<file path="src/rtl/apb_master.sv">
// rtl/apb_master.sv - command/response channel to APB requester with wait-state timeout
//
// Ports:
//   clk, reset            clock (rising edge), synchronous active-low reset
//   cmd_valid_i/ready_o   command handshake; cmd_write_i, cmd_addr_i, cmd_wdata_i
//   rsp_valid_o/ready_i   response handshake; rsp_write_o, rsp_rdata_o, rsp_timeout_o
//   psel_o, penable_o, paddr_o, pwrite_o, pwdata_o   APB request side
//   prdata_i, pready_i                               APB completion side
module apb_master #(
  parameter int ADDR_W         = 10,
  parameter int DATA_W         = 32,
  parameter int TIMEOUT_CYCLES = 16
) (
  input  logic              clk,
  input  logic              reset,
  input  logic              cmd_valid_i,
  output logic              cmd_ready_o,
  input  logic              cmd_write_i,
  input  logic [ADDR_W-1:0] cmd_addr_i,
  input  logic [DATA_W-1:0] cmd_wdata_i,
  output logic              rsp_valid_o,
  input  logic              rsp_ready_i,
  output logic              rsp_write_o,
  output logic [DATA_W-1:0] rsp_rdata_o,
  output logic              rsp_timeout_o,
  output logic              psel_o,
  output logic              penable_o,
  output logic [ADDR_W-1:0] paddr_o,
  output logic              pwrite_o,
  output logic [DATA_W-1:0] pwdata_o,
  input  logic [DATA_W-1:0] prdata_i,
  input  logic              pready_i
);

  // Counter only needs to reach TIMEOUT_CYCLES-1; the final ACCESS cycle is
  // recognised by comparison rather than by counting one past it.
  localparam int CNT_W = (TIMEOUT_CYCLES > 1) ? $clog2(TIMEOUT_CYCLES) : 1;
  localparam int LAST  = (TIMEOUT_CYCLES > 0) ? TIMEOUT_CYCLES - 1 : 0;

  typedef enum logic [1:0] {
    IDLE   = 2'd0,
    SETUP  = 2'd1,
    ACCESS = 2'd2,
    RESP   = 2'd3
  } state_t;

  state_t            state;
  state_t            state_next;
  logic [CNT_W-1:0]  wait_cnt;
  logic              timeout_hit;

  // Ready is also gated by reset so nothing looks accepted while held in reset.
  assign cmd_ready_o = (state == IDLE) && reset;
  assign rsp_valid_o = (state == RESP);

  always_comb begin
    state_next  = state;
    timeout_hit = (TIMEOUT_CYCLES != 0) && (wait_cnt == CNT_W'(LAST));
    case (state)
      IDLE:    if (cmd_valid_i) state_next = SETUP;
      SETUP:   state_next = ACCESS;
      ACCESS:  if (pready_i || timeout_hit) state_next = RESP;
      RESP:    if (rsp_ready_i) state_next = IDLE;
      default: state_next = IDLE;
    endcase
  end

  always_ff @(posedge clk) begin
    if (!reset) begin
      state         <= IDLE;
      psel_o        <= 1'b0;
      penable_o     <= 1'b0;
      paddr_o       <= '0;
      pwrite_o      <= 1'b0;
      pwdata_o      <= '0;
      rsp_write_o   <= 1'b0;
      rsp_rdata_o   <= '0;
      rsp_timeout_o <= 1'b0;
      wait_cnt      <= '0;
    end else begin
      state     <= state_next;
      // Bus strobes follow the state being entered so they are flops, not decodes.
      psel_o    <= (state_next == SETUP) || (state_next == ACCESS);
      penable_o <= (state_next == ACCESS);
      case (state)
        IDLE: begin
          if (cmd_valid_i) begin
            paddr_o  <= cmd_addr_i;
            pwrite_o <= cmd_write_i;
            pwdata_o <= cmd_write_i ? cmd_wdata_i : '0;
            wait_cnt <= '0;
          end
        end
        ACCESS: begin
          // A ready on the final allowed cycle is a normal completion.
          if (pready_i) begin
            rsp_rdata_o   <= pwrite_o ? '0 : prdata_i;
            rsp_timeout_o <= 1'b0;
            rsp_write_o   <= pwrite_o;
          end else if (timeout_hit) begin
            rsp_rdata_o   <= '0;
            rsp_timeout_o <= 1'b1;
            rsp_write_o   <= pwrite_o;
          end else begin
            wait_cnt <= wait_cnt + CNT_W'(1);
          end
        end
        RESP: begin
          if (rsp_ready_i) wait_cnt <= '0;
        end
        default: ;
      endcase
    end
  end

endmodule

</file>
<file path="config.mk">
export PLATFORM = sky130hd
export DESIGN_NAME = apb_master
export DESIGN_NICKNAME = d
export VERILOG_FILES = /design/src/rtl/apb_master.sv
export SDC_FILE = /design/constraint.sdc
export NUM_CORES = 1
export LEC_CHECK = 0
export CAP_MARGIN = 0
export CORE_ASPECT_RATIO = 0.5
export CORE_MARGIN = 2
export CORE_UTILIZATION = 40
export CTS_BUF_LIST = sky130_fd_sc_hd__clkbuf_2 sky130_fd_sc_hd__clkbuf_4 sky130_fd_sc_hd__clkbuf_8
export DETAILED_ROUTE_END_ITERATION = 8
export GPL_ROUTABILITY_DRIVEN = 0
export HOLD_SLACK_MARGIN = 0.1
export PLACE_DENSITY = 0.79
export SLEW_MARGIN = 20
export SYNTH_ARGS = -nofsm -noshare
export SYNTH_HDL_FRONTEND = slang
export SYNTH_SLANG_ARGS = --single-unit
</file>
<file path="constraint.sdc">
create_clock -name clk -period 2.1 [get_ports clk]
set_clock_uncertainty 0.15 [all_clocks]
set_input_delay 0.42 -clock clk [delete_from_list [all_inputs] [get_ports clk]]
set_output_delay 0.42 -clock clk [all_outputs]
set_load 0.03 [all_outputs]
</file>
# == Yosys cells after proc, flatten, opt, wreduce, memory -nomap -nowiden ==
# Index checks and enable logic that the tools add are counted.
# word_totals
ff_bits,85
word_cells,47
# op_classes
n_addsub,1
eq_ne,10
mux,17
n_reduce_logical,9
# op_table
operator,n
32-bit 2-to-1 mux,4
4-bit 2-to-1 mux,4
4-bit case mux with 3 select lines,1
2-bit case mux with 4 select lines,1
"2-bit == test, second input constant",3
2-bit 2-to-1 mux,3
"2-bit != test, second input constant",3
5-bit AND reduction,1
"4-bit by 1-bit adder with 4-bit output, second input constant",1
"2-bit by 1-bit == test with 1-bit output, second input constant",2
"4-bit == test, second input constant",1
1-bit 2-to-1 mux,4
2-bit AND reduction,2
3-bit nonzero test,1
2-bit zero test,1
1-bit logical OR,2
"2-bit by 1-bit != test with 1-bit output, second input constant",1
2-bit nonzero test,1
1-bit logical AND,1

# == Longest topological paths before layout ==
# logic_depth
depth_word,6
mapped_depth,7

# == Worst setup path after synthesis ==
# OpenSTA, ideal clock, no wires.
# synth_timing
path_type,input -> output
start,in reset
end,out cmd_ready_o
t_arrival_ns,1.283
setup_slack_ns,0.247
path_stages,3
path_cell_list,inv_2 -> buf_2 -> nor3_1
# synth_between
elab_chain_cells,1
# synth_rtl
item,line_no,source
from (decl),15,"input logic reset,"
1-bit logical AND,53,assign cmd_ready_o = (state == IDLE) && reset;
to (decl),17,"output logic cmd_ready_o,"
# No other way between the ends.

# == Final worst setup path ==
# layout_timing
start,reg rsp_timeout_o
end,out rsp_timeout_o
# layout_rtl
item,line_no,source
from (decl),25,"output logic rsp_timeout_o,"
from (signal assigned),78,rsp_timeout_o <= 1'b0;
from (signal assigned),98,rsp_timeout_o <= 1'b0;
from (signal assigned),102,rsp_timeout_o <= 1'b1;
# No word-level cell between the ends.

==> flow_metrics.tcl <==
set metrics [dict create \
    drive_above_1_share_pct 12.1 \
    grtUsageTotal_pct 19.7 \
    cts.htree.levels 3 \
    ys_seq_area_share_pct 47.6 \
    path_buf_inv 1 \
    grt_pass1_wl_mm 15.3 \
    netlist_instances 390 \
    wire_per_inst_um 14.5 \
    synth_area_um2 3570 \
    total_power_w 0.00389 \
    viasPerCell 4.97 \
    holdPathStages 2 \
    clock-root-buffer "clkbuf_8" \
    dp_cells 647 \
    fp.dieW_um 138 \
    clock_latency_ns 0.35 \
    multiInputGateArea_um2 1560 \
    port_buffers 160 \
    ys_ff_latch 85 \
    timing.slew.headroom_pct 71.4 \
    routed_wirelength_mm 9.59 \
    register_area_um2 1700 \
    synth_edf_count 0 \
    grt_pass1_vias 3163 \
    cts_hold_buf 0 \
    synth_top_area_share_pct 47.6 \
    gr-total-overflow 0 \
    cts_tree "built" \
    final_cells 663 \
    path_cells "clkdlybuf4s50_1" \
    diodes 0 \
    hold_viol 0 \
    yosysWarnings 0 \
    fmax_mhz 496 \
    coreArea_um2 8680 \
    synth-main-ff-cell "dfxtp_1" \
    cp.arrival_ns 1.45 \
    critPathTopFamily "buffers and inverters" \
    synth_most_common_cell "nand2_1" \
    status "finished clean" \
    hpwl_mm 6.37 \
    drt_first_pass_iters 4 \
    synth_cell_types 38 \
    endpoint_kind "primary output" \
    fp.dieH_um 70.8 \
    dr.first_iter.drc_count 233 \
    peakVddDrop_v 0.000334 \
    p_per_area_nw_per_um2 711 \
    io_pins 161 \
    critPathKind "reg -> out" \
    cp_max_fo 2 \
    ys_async_sr_fraction_pct 0 \
    yosys-top-cells-area "dfxtp_1 (48%), nand2_1 (9.1%), a31o_1 (8.6%)" \
    worst-path-stages 1 \
    nets 623 \
    synthTopCellsByCount "nand2_1 (87), dfxtp_1 (85), a21oi_1 (56)" \
    maxCapViolCount 0 \
    p_leak_nw 1.93 \
    postCtsSetupBuffers 0 \
    cts_buffers 9 \
    antenna_found_initial 0 \
    cts-resized-gates 1 \
    crit_slowest_cell "clkdlybuf4s50_1" \
    clockBufferDepth 2 \
    setup_violations 0 \
    fillerInstances 766 \
    rows 24 \
    rsz0062_at_grt "no" \
    clk_pin_slew_ns 0.09 \
    drc 0 \
    slew_violations 0 \
    cts_sinks 85 \
    vias 3296 \
    area_growth_pct 53.0 \
    syn_nets 472 \
    slowest_delay_ns 0.70 \
    hold_path.class "reg -> reg" \
    synth.avg_cell_area_um2 9.17 \
    required_ns 1.53 \
    reg2regPathDepth 6 \
    die_area_um2 9750 \
    start_kind "flip-flop" \
    fin_crit_ns 2.02 \
    fin_tns_setup_ns 0 \
    tightest_slew_ns 0.429 \
    postRouteAntennaNets 0 \
    start_util_pct 41.2 \
    synth_top_cell_by_area "dfxtp_1" \
    grt_max_degree 45 \
    period_share_pct 96.1 \
]
## layer usage
layer  GRT usage [%]  up-vias  share of wire, %
li1                -     1659                 -
met1            23.8     1546                43
met2            33.5       78                49
met3            7.17       13               6.4
met4            5.56        0               1.4
met5               0        -                 0
## state kept, by name (all words and copies together), names as in the netlist
| register | count |
|---|---|
| psel_o | 1 |
| pwrite_o | 1 |
| penable_o | 1 |
| rsp_rdata_o | 32 |
| pwdata_o | 32 |
| state | 2 |
| rsp_write_o | 1 |
| wait_cnt | 4 |
| rsp_timeout_o | 1 |
| paddr_o | 10 |
## report_power, final
group | switching (W) | internal [W]
registers | 0.0000324 | 0.00168
clock network | 0.000598 | 0.000820
logic | 0.000410 | 0.000352
total | 0.00104 | 0.00285
## final timing paths
kind | start | to | slack [ns]
worst max-delay path | rsp_timeout_o$_SDFFE_PN0P_ | rsp_timeout_o | 0.08
worst min-delay path | pwdata_o[2]$_SDFFE_PN0P_ | pwdata_o[2]$_SDFFE_PN0P_ | 0.30
worst max register to register | wait_cnt[0]$_SDFFE_PN0P_ | psel_o$_SDFF_PN0_ | 0.32
worst min register to register | pwdata_o[2]$_SDFFE_PN0P_ | pwdata_o[2]$_SDFFE_PN0P_ | 0.30
## layout by cell type, fill, tap and decap left out, types with 2 or more instances in the layout
| cell | count |
|---|---|
| buf_4 | 12 |
| buf_12 | 6 |
| nor3_1 | 4 |
| clkbuf_8 | 10 |
| clkinvlp_4 | 2 |
| ha_1 | 2 |
| inv_2 | 2 |
| a21oi_1 | 56 |
| nor2_1 | 5 |
| and2_1 | 2 |
| nand2_1 | 87 |
| clkdlybuf4s50_1 | 158 |
| dfxtp_1 | 85 |
| a21oi_2 | 20 |
| a31o_1 | 34 |
| bufinv_16 | 3 |
| nand3_1 | 35 |
## metrics by stage
stage | instance area [um2] | utilization, % | hold slack, ns | setup WS [ns]
3_5_place_dp | 5220 | 60.2 | 0.294 | 0.0293
4_1_cts | 5470 | 63.0 | 0.305 | 0.0622
3_3_place_gp | 5220 | 60.2 | 0.286 | 0.115
2_1_floorplan | 3570 | - | 0.305 | 0.247
5_1_grt | 5470 | 63.0 | 0.322 | 0.0345
6_report | 5470 | 63.0 | 0.301 | 0.0828
## cell type report
cell class | instances | area share (%)
Inverter | 2 | 0.137
Sequential cell | 85 | 31.1
Clock buffer | 10 | 2.52
Multi-Input combinational cell | 266 | 28.6
Timing Repair Buffer | 177 | 32.9
Tap cell | 117 | 2.68
Clock inverter | 6 | 2.01
## cells by family (layout without fill, tap and decap cells)
logic type,count (synthesis),in the layout,share of synthesized area (%)
multiplexers,1,1,0.280
flip-flops,85,85,47.6
AND/OR/NAND/NOR,143,143,18.1
AO/OA/AOI/OAI,120,120,24.5
buffers and inverters,39,195,8.82
adder cells (fa/ha/maj),2,2,0.700
Power figures use the tool's default switching activity.
